===== src/rtl/qed_dup_encoder.sv =====
// QED duplicate encoder: passes original RV32I instructions, then replays register-shifted duplicates.
// Optional QED_MEM_OFFSET_EN also offsets LW/SW immediates by 12'h400 in duplicates.
module qed_dup_encoder #(
    parameter int DEPTH = 8
) (
    input  logic                       clk,
    input  logic                       reset,
    input  logic                       ena,
    input  logic                       drain,
    input  logic                       in_valid,
    output logic                       in_ready,
    input  logic [31:0]                in_instr,
    output logic                       out_valid,
    input  logic                       out_ready,
    output logic [31:0]                out_instr,
    output logic                       out_is_dup,
    output logic [$clog2(DEPTH):0]     fifo_count,
    output logic                       illegal
);
    localparam int AW = $clog2(DEPTH);
    localparam int CW = AW + 1;

    typedef enum logic {ORIG, DUP} state_t;

    state_t            state, state_nxt;
    logic [31:0]       mem [DEPTH];
    logic [AW-1:0]     wr_ptr, rd_ptr;
    logic              full, push, pop;

    function automatic logic is_r(input logic [31:0] x);
        return x[6:0] == 7'b0110011;
    endfunction

    function automatic logic is_i(input logic [31:0] x);
        return x[6:0] == 7'b0010011;
    endfunction

    function automatic logic is_lw(input logic [31:0] x);
        return (x[6:0] == 7'b0000011) && (x[14:12] == 3'b010);
    endfunction

    function automatic logic is_sw(input logic [31:0] x);
        return (x[6:0] == 7'b0100011) && (x[14:12] == 3'b010);
    endfunction

    function automatic logic supported(input logic [31:0] x);
        return is_r(x) || is_i(x) || is_lw(x) || is_sw(x);
    endfunction

    // Bit 4 of a used register field marks the upper (x16..x31) half.
    function automatic logic uses_hi(input logic [31:0] x);
        logic hi;
        hi = 1'b0;
        if (is_r(x))
            hi = x[11] | x[19] | x[24];
        else if (is_i(x) || is_lw(x))
            hi = x[11] | x[19];
        else if (is_sw(x))
            hi = x[19] | x[24];
        return hi;
    endfunction

    function automatic logic [4:0] bump(input logic [4:0] f);
        return (f == 5'd0) ? f : (f | 5'd16);
    endfunction

    function automatic logic [31:0] encode(input logic [31:0] x);
        logic [31:0] y;
        y = x;
        if (is_r(x)) begin
            y[11:7]  = bump(x[11:7]);
            y[19:15] = bump(x[19:15]);
            y[24:20] = bump(x[24:20]);
        end else if (is_i(x) || is_lw(x)) begin
            y[11:7]  = bump(x[11:7]);
            y[19:15] = bump(x[19:15]);
        end else if (is_sw(x)) begin
            y[19:15] = bump(x[19:15]);
            y[24:20] = bump(x[24:20]);
        end
`ifdef QED_MEM_OFFSET_EN
        if (is_lw(x) || is_sw(x))
            y[30] = 1'b1;
`else
`endif
        return y;
    endfunction

    assign full = (fifo_count == CW'(DEPTH));
    assign push = (state == ORIG) && ena && in_valid && in_ready
                  && supported(in_instr);
    assign pop  = (state == DUP) && out_ready;

    always_ff @(posedge clk) begin
        if (reset) begin
            state      <= ORIG;
            wr_ptr     <= '0;
            rd_ptr     <= '0;
            fifo_count <= '0;
            illegal    <= 1'b0;
        end else begin
            state <= state_nxt;
            if (push) begin
                wr_ptr     <= wr_ptr + AW'(1);
                fifo_count <= fifo_count + CW'(1);
                if (uses_hi(in_instr))
                    illegal <= 1'b1;
            end else if (pop) begin
                rd_ptr     <= rd_ptr + AW'(1);
                fifo_count <= fifo_count - CW'(1);
            end
        end
    end

    always_ff @(posedge clk) begin
        if (push)
            mem[wr_ptr] <= in_instr;
    end

    always_comb begin
        state_nxt = state;
        unique case (state)
            ORIG: begin
                if (push && fifo_count == CW'(DEPTH - 1))
                    state_nxt = DUP;
                else if (!push && drain && fifo_count != '0)
                    state_nxt = DUP;
            end
            DUP: begin
                if (pop && fifo_count == CW'(1))
                    state_nxt = ORIG;
            end
        endcase
    end

    // Reset forces the passthrough view even if the register still says DUP.
    always_comb begin
        in_ready   = out_ready && !full;
        out_valid  = in_valid;
        out_instr  = in_instr;
        out_is_dup = 1'b0;
        if (reset) begin
            in_ready = out_ready;
        end else if (state == DUP) begin
            in_ready   = 1'b0;
            out_valid  = 1'b1;
            out_instr  = encode(mem[rd_ptr]);
            out_is_dup = 1'b1;
        end
    end
endmodule


===== config.mk =====
export PLATFORM = sky130hd
export DESIGN_NAME = qed_dup_encoder
export DESIGN_NICKNAME = d
export VERILOG_FILES = /design/src/rtl/qed_dup_encoder.sv
export SDC_FILE = /design/constraint.sdc
export NUM_CORES = 1
export LEC_CHECK = 0
export CORE_MARGIN = 10
export CORE_UTILIZATION = 53
export DETAILED_ROUTE_END_ITERATION = 7
export PLACE_DENSITY = 0.78
export RECOVER_POWER = 25
export SLEW_MARGIN = 10
export SYNTH_ARGS = -nofsm -noshare
export SYNTH_HDL_FRONTEND = slang
export SYNTH_SLANG_ARGS = --single-unit

===== constraint.sdc =====
create_clock -name clk -period 4.7 [get_ports clk]
set_input_delay 0.705 -clock clk [delete_from_list [all_inputs] [get_ports clk]]
set_output_delay 0.705 -clock clk [all_outputs]
set_load 0.005 [all_outputs]

==> flow_summary.ini, run 1 <==
[cells_and_area]
design_area_mm2 = 0.0128
final_cell_mix = edfxtp_1, clkdlybuf4s50_1, mux4_2
final_common_cell = edfxtp_1
syn_to_final_growth_pct = 18.2
antennaDiodeCount = 0
nNetsFinal = 693
fin_util_pct = 63.6
drive_above_1_share_pct = 18.8

[sta]
setup_viol = 0
setup_tns_ns = 0
holdWs_ns = 0.507
period_minus_slack_ns = 4.19
skew_ns = 0.0127
worst_slew_pin_slew_ns = 0.706
finalHoldViolCount = 0
max_clock_freq_mhz = 238
fin_crit_sh_pct = 89.2
slew_headroom_pct = 52.3
rsz0062_at_grt = false
slew_violations = 0

[detailed_routing]
drc_errors = 0
routed_wl_mm = 22.8
via_per_inst = 5.87
vias = 5509
detail-route-antenna-nets = 0
drt_iter0_drc = 485
wl_per_cell_um = 24.3
drt-pass1-iter-count = 5

[flow_run]
cap_violations = 0

[clocking]
post_cts.repair.setup_buffers = 0
postCtsHoldBufs = 0
clock_path_buffers = 3
clk_pin_slew_worst_paths_ns = 0.06
cts_tree = done
post_cts_resized = 0
htree_num_levels = 1
cts_made_buffers = 27
insertion_delay_ns = 0.52
cts_root_buf = clkbuf_16
clock_sinks = 271

[setup_path]
r2r-start = fifo_count[0]
worstSetupPathType = flop to output port
required_ns = 3.99
endpoint_kind = output port
arrival_ns = 3.49
reg2reg_depth = 8
cp_max_fo = 19
critPathLaunchType = flop

[place]
hpwlAfterDp_mm = 13.4
port_buffers = 77
gp_congestion = 0.824
postPlaceCellArea_mm2 = 0.0120

[grt]
grt_remaining_overflow = 0
grt_util_all_layers_pct = 17.3
grt_pass1_vias = 5962
grt_pass1_wl_mm = 35.6
grt_start_max_net_pins = 33
antenna_found_initial = 0

[power]
finalPower_mw = 4.85
p_leak_nw = 3.99
powerDensity_mw_per_mm2 = 378
ir_worst_vdd_mv = 0.291

[synth]
async_reset_ff_share_pct = 0
yosysTopAreaCellShare_pct = 70.8
ys_seq_area_share_pct = 73.6
syn-num-nets = 598
synth-edff-count = 256
avgSynthCellArea_um2 = 19.6
synthFlopType = edfxtp_1
yosys-top-cells-area = edfxtp_1, mux4_2, dfxtp_1
ys_warn_count = 0
synth_top_area_cell = edfxtp_1
ys_seq_elements = 271
ys_types = 44
syn_area_mm2 = 0.0109
syn_inst = 555

[min_path]
hp-start = rd_ptr[1]
min_path_type = flop to flop
min_delay_path_depth = 2

[die]
coreArea_mm2 = 0.0202
fp-row-count = 52
die-height_um = 163
num_io_pins = 78
die-area_mm2 = 0.0266
start_util_pct = 53.8
die_x_um = 163

[outcome]
status = finished clean
sequential cells by signal, summed over array words and instances (netlist names), named ones only:
register	count
wr_ptr	3
rd_ptr	3
illegal	1
state	1
mem	256
fifo_count	4
path summary, 6_finish.rpt:
kind	endpoint	slack [ns]
setup / recovery	out_instr[11]	0.51
setup reg to reg	mem[1][20]	1.99
hold reg to reg	rd_ptr[1]	0.51
hold / removal	rd_ptr[1]	0.51
cells in the mapped netlist, drive strengths merged, types with 2 or more instances:
library cell	count
o21ai	29
mux2	6
ha	5
o31ai	2
a31oi	2
nor4	3
mux4	64
nand2b	2
nor3	3
nor4b	2
a21o	2
or3	2
xor2	2
nand2	44
dfxtp	15
a21oi	10
mux2i	27
and3	2
nand3	7
inv	6
clkbuf	10
edfxtp	256
xnor2	3
nor2	14
buf	17
a21boi	2
nor3b	4
nand4	6
metal layers:
layer,track usage (%),share of wire (%),vias to the layer above,wire length [µm]
li1,-,-,2457,-
met1,22.6,40,2801,9030
met2,29.8,51,220,11700
met3,3.27,7.7,31,1760
met4,3.65,1.4,0,323
met5,0,0,-,0
report_power, final:
group / internal (mW) / total (mW) / leakage [nW] / switching [mW]
clock network: 1.10 / 1.93 / 0.385 / 0.827
logic: 0.137 / 0.268 / 1.18 / 0.131
registers: 2.64 / 2.65 / 2.42 / 0.0116
cell type report:
class / instances / area, µm²
Sequential cell: 271 / 8000
Fill cell: 1357 / 7340
Multi-Input combinational cell: 251 / 2730
Timing Repair Buffer: 93 / 966
Clock buffer: 34 / 702
Tap cell: 270 / 338
Clock inverter: 14 / 83.8
Inverter: 6 / 22.5
kinds of logic after synthesis:
kind of cell,count (synthesis),share of synthesized area (%)
buf+inv,33,1.74
fa+ha+maj,5,0.576
xor+xnor,5,0.404
simple gates,94,4.30
flops,271,73.6
mux,97,16.7
compound gates,50,2.64
through the flow:
step,setup slack (ns),std cells
floorplan,0.0470,555
global placement,0.628,891
detailed placement,0.618,891
CTS,0.405,939
global route,0.297,939
finish,0.507,939
worst max-delay path, stage by stage, from the launching register on:
cell	delay [ns]
dfxtp_2	0.70
buf_4	0.34
mux4_2	0.35
mux2_2	0.32
o41ai_2	0.34
nand4_1	0.18
a31oi_1	0.21
clkdlybuf4s50_1	0.53
Power figures use the tool's default switching activity.
==> run 2: changes to the inputs <==
- CORE_UTILIZATION: 53 -> 58
- PLACE_DENSITY: 0.78 -> 0.81
- clock period: 4.7 -> 4 ns (I/O delays scaled with it)
==> run 2 against run 1 <==
  * Clock-buffer cell count down 5
  * Via count is 3.2% higher
  * Clock power rose by 40%
  * Critical path depth shrank 1
  * Non-clock buffer count up 6
  * Combinational power rose by 19%
  * Highest routed layer unchanged
  * Die area shrank 7.6%
  * Sequential power increased by 18%
  * Global-route usage rose by 1.4 points
  * Sequential cell count stayed put
  * Sequential share of layout area down 0.91 points
==> flow_summary.ini, run 2 (synthesized netlist as in run 1, its figures left out) <==
[sta]
period_minus_slack_ns = 3.90
fin_crit_sh_pct = 97.4
slew_headroom_pct = 61.1
skew_ns = 0.0156
max_clock_freq_mhz = 257
slew_violations = 0
rsz0062_at_grt = false
holdWs_ns = 0.504
finalHoldViolCount = 0
worst_slew_pin_slew_ns = 0.567
setup_viol = 0

[die]
coreArea_mm2 = 0.0182
start_util_pct = 59.6
num_io_pins = 78
fp-row-count = 49
die-area_mm2 = 0.0246
die-height_um = 157
die_x_um = 157

[detailed_routing]
routed_wl_mm = 23.1
detail-route-antenna-nets = 0
vias = 5686
drc_errors = 0
drt_iter0_drc = 615
drt-pass1-iter-count = 5
wl_per_cell_um = 25.5
via_per_inst = 6.29

[setup_path]
crit_family = multiplexers
worst_path_max_delay_cell = mux4_1
endpoint_kind = output port
arrival_ns = 3.30
crit_chain = mux4_1 -> mux2_2 -> nor4_4 -> nand4_1 -> a31oi_1 -> clkdlybuf4s50_1
cp_max_fo = 16
cp_num_buf_inv = 1
worstSetupPathType = flop to output port
slowest_delay_ns = 0.61
critPathLaunchType = flop
required_ns = 3.40

[grt]
grt_start_max_net_pins = 33
antenna_found_initial = 0
grt_pass1_wl_mm = 35.4
grt_pass1_vias = 6097
grt_util_all_layers_pct = 18.7
grt_remaining_overflow = 0

[cells_and_area]
final_cell_mix = edfxtp_1, clkdlybuf4s50_1, mux4_2
top_register = mem
final_common_cell = edfxtp_1
nNetsFinal = 699
top_regs = mem: 256 flops, fifo_count: 4 flops
syn_to_final_growth_pct = 20.0
largest_register_ffs = 256
drive_above_1_share_pct = 21.2
antennaDiodeCount = 0
fin_cells = 904

[place]
port_buffers = 77
hpwlAfterDp_mm = 13.7
place_inst = 855
gp_congestion = 0.842

[outcome]
status = finished clean

[power]
ir_worst_vdd_mv = 0.305
powerDensity_mw_per_mm2 = 472
p_leak_nw = 4.11

[clocking]
cts_root_buf = clkbuf_16
clock_path_buffers = 3
cts_tree = done
postCtsHoldBufs = 0
clk_pin_slew_worst_paths_ns = 0.06
clock_sinks = 271
cts_made_buffers = 27
insertion_delay_ns = 0.53
htree_num_levels = 1

[flow_run]
cap_violations = 0

[min_path]
min_path_type = flop to flop
run 2: cell count changes in the layout (fill, tap and decap cells not counted), moves of 2 or more:
cell       before  now
bufinv_16       1    7
clkinv_1        9    3
clkbuf_1        7    2
clkinv_2        4    8
buf_6           0    3
buf_4          10   12
nor3b_2         4    2
nor3b_4         0    2
run 2: power breakdown:
part | internal, mW | leakage (nW) | total [mW] | switching (mW)
combinational | 0.163 | 1.22 | 0.319 | 0.156
sequential | 3.10 | 2.42 | 3.12 | 0.0163
clock | 1.68 | 0.470 | 2.70 | 1.02
run 2: timing repair:
item,in CTS,in global routing
setup buffers,0,1
gates resized for setup,0,3
setup endpoints to repair,0,3
run 2: metrics by stage:
stage / TNS [ns] / total power [mW] / setup WS, ns / util (%) / instance area, µm²
2_1_floorplan: -48.41 / 3.32 / -0.463 / - / 10900
3_3_place_gp: 0 / 3.49 / 0.577 / 66.2 / 12100
3_5_place_dp: 0 / 3.50 / 0.572 / 66.2 / 12100
4_1_cts: 0 / 6.18 / 0.0106 / 71.4 / 13000
5_1_grt: 0 / 6.30 / 0.0278 / 71.5 / 13000
6_report: 0 / 6.14 / 0.103 / 71.5 / 13000
run 2: worst min-delay path: stages, from the launching register on:
cell and delay (ns):
dfxtp_1 0.34, a21oi_1 0.04, nor2_1 0.08
run 2: final timing paths:
path / from / end / slack [ns] / depth (start not counted)
worst max-delay path: flop / out_instr[19] / 0.10 / 6
worst min-delay path: illegal / illegal / 0.50 / 2
worst max register to register: fifo_count[0] / mem[5][7] / 1.28 / 8
worst min register to register: illegal / illegal / 0.50 / 2
run 2: layout make-up:
cell class / instances / area [µm²]
clock buffer: 29 / 683
clock inverter: 19 / 269
fill: 1032 / 5180
inverter: 6 / 22.5
multi-input combinational: 251 / 2730
sequential: 271 / 8000
tap: 229 / 287
timing repair buffer: 99 / 1030
run 2: routing by layer:
layer	vias up	global-route usage [%]	part of all wire (%)
met4	0	5.57	2.5
met2	255	31.3	51
met1	2929	24.7	40
met3	47	3.45	6.8
li1	2455	-	-
met5	-	0	0
==> run 3: changes to the inputs <==
- CORE_MARGIN: 10 -> default
- GPL_TIMING_DRIVEN: default -> 0
==> run 3 against run 2 <==
  * The run now ends with DRC left
  * First-iteration DRC count shrank 9.6%
  * Register-to-register slack got worse by 0.41 ns
  * Sequential share of layout area is 0.40 points lower
  * Worst hold slack worse by 0.011 ns
  * Power down 4.6%
  * Sequential power is essentially flat
  * Highest routed layer unchanged
  * Setup slack improved by 0.0022 ns
  * Global-route usage increased by 6.7 points
  * Non-clock buffer count increased by 27
  * Fmax barely moved
  * Final cell count up 2.9%
==> flow_summary.ini, run 3 (synthesized netlist as in run 1, its figures left out) <==
[setup_path]
worstSetupPathType = primary input to output port
cp_max_fo = 10
endpoint_kind = output port
arrival_ns = 3.29
critPathLaunchType = primary input
required_ns = 3.40

[grt]
grt_pass1_wl_mm = 36.1
antenna_found_initial = 0
grt_pass1_vias = 6135
grt_util_all_layers_pct = 25.4
grt_start_max_net_pins = 24
grt_remaining_overflow = 0

[cells_and_area]
nFillCells = 1065
design_area_mm2 = 0.0131
largest_register_ffs = 256
nNetsFinal = 726
drive_above_1_share_pct = 22.0
top_regs = mem: 256 flops, fifo_count: 4 flops
syn_to_final_growth_pct = 20.6
top_register = mem
antennaDiodeCount = 0
final_cell_mix = edfxtp_1, mux4_2, clkdlybuf4s50_1
final_common_cell = edfxtp_1

[min_path]
min_path_type = flop to flop

[clocking]
htree_num_levels = 1
cts_root_buf = clkbuf_16
postCtsHoldBufs = 0
insertion_delay_ns = 0.52
clock_path_buffers = 3
post_cts.repair.setup_buffers = 0
clk_pin_slew_worst_paths_ns = 0.06
cts_made_buffers = 27
post_cts_resized = 5
cts_tree = done
clock_sinks = 271

[sta]
skew_ns = 0.0113
setup_ws_ns = 0.105
finalHoldViolCount = 0
fin_crit_sh_pct = 97.4
rsz0062_at_grt = false
max_clock_freq_mhz = 257
slew_headroom_pct = 41.9
holdWs_ns = 0.493
period_minus_slack_ns = 3.89
setup_viol = 0
slew_violations = 0
worst_slew_pin_slew_ns = 0.871

[place]
place_ws_ns = -0.195
hpwlAfterDp_mm = 15.4
gp_congestion = 0.834
port_buffers = 77
postPlaceCellArea_mm2 = 0.0122

[die]
die_x_um = 139
fp-row-count = 49
die-area_mm2 = 0.0193
num_io_pins = 78
start_util_pct = 59.8
die-height_um = 139
coreArea_mm2 = 0.0181

[detailed_routing]
drt-pass1-iter-count = 8
drc_errors = 5
via_per_inst = 6.41
drt_iter0_drc = 556
detail-route-antenna-nets = 0
vias = 5964
wl_per_cell_um = 25.5
routed_wl_mm = 23.7

[power]
ir_worst_vdd_mv = 0.295
p_leak_nw = 4.18
powerDensity_mw_per_mm2 = 448

[outcome]
status = finished, violations left
violations = DRC

[flow_run]
cap_violations = 0
[run 3: cell types whose count changed in the layout (fill, tap and decap cells not counted), moves of 4 or more]
cell	before	now
buf_8	0	6
bufinv_16	7	2
clkbuf_1	2	13
clkinv_2	8	4
buf_2	0	6
buf_6	3	15
buf_12	7	2
[run 3: report_power, final]
part	switching, mW	internal, mW
clock	0.996	1.41
sequential	0.00940	3.11
combinational	0.171	0.168
total	1.18	4.69
[run 3: cell type report]
cell class	count	area (µm²)	area share (%)
Buffer	27	184	1.40
Tap cell	229	287	2.19
Clock buffer	36	739	5.65
Sequential cell	271	7990	61.0
Timing Repair Buffer	99	1030	7.88
Clock inverter	11	98.8	0.755
Multi-Input combinational cell	251	2740	20.9
Inverter	6	22.5	0.172
[run 3: path summary, 6_finish.rpt]
path	start	to	slack [ns]	cells past startpoint
worst max-delay path	reset	out_instr[2]	0.11	7
worst min-delay path	rd_ptr[1]	flop	0.49	2
worst max register to register	fifo_count[1]	mem[5][20]	0.87	10
worst min register to register	rd_ptr[1]	flop	0.49	2
[run 3: worst max-delay path: stages]
cell and delay [ns]:
clkdlybuf4s50_1 0.59, nand2b_1 0.22, clkbuf_1 0.49, clkbuf_1 0.60
nand2_1 0.14, nand2_1 0.13, clkdlybuf4s50_1 0.52
[run 3: per-layer routing]
layer	track usage [%]	wire length, µm
met2	43.4	12200
met5	0	0
met4	7.95	480
met1	34.3	9120
met3	3.69	1920
[run 3: stage by stage]
step	power [mW]	TNS, ns	instances	util, %
CTS	5.88	0	930	72.1
detailed placement	3.51	-9.51	883	67.4
global placement	3.50	-687.26	861	65.7
floorplan	3.32	-48.41	555	-
finish	5.86	0	930	72.2
global route	6.01	0	930	72.2
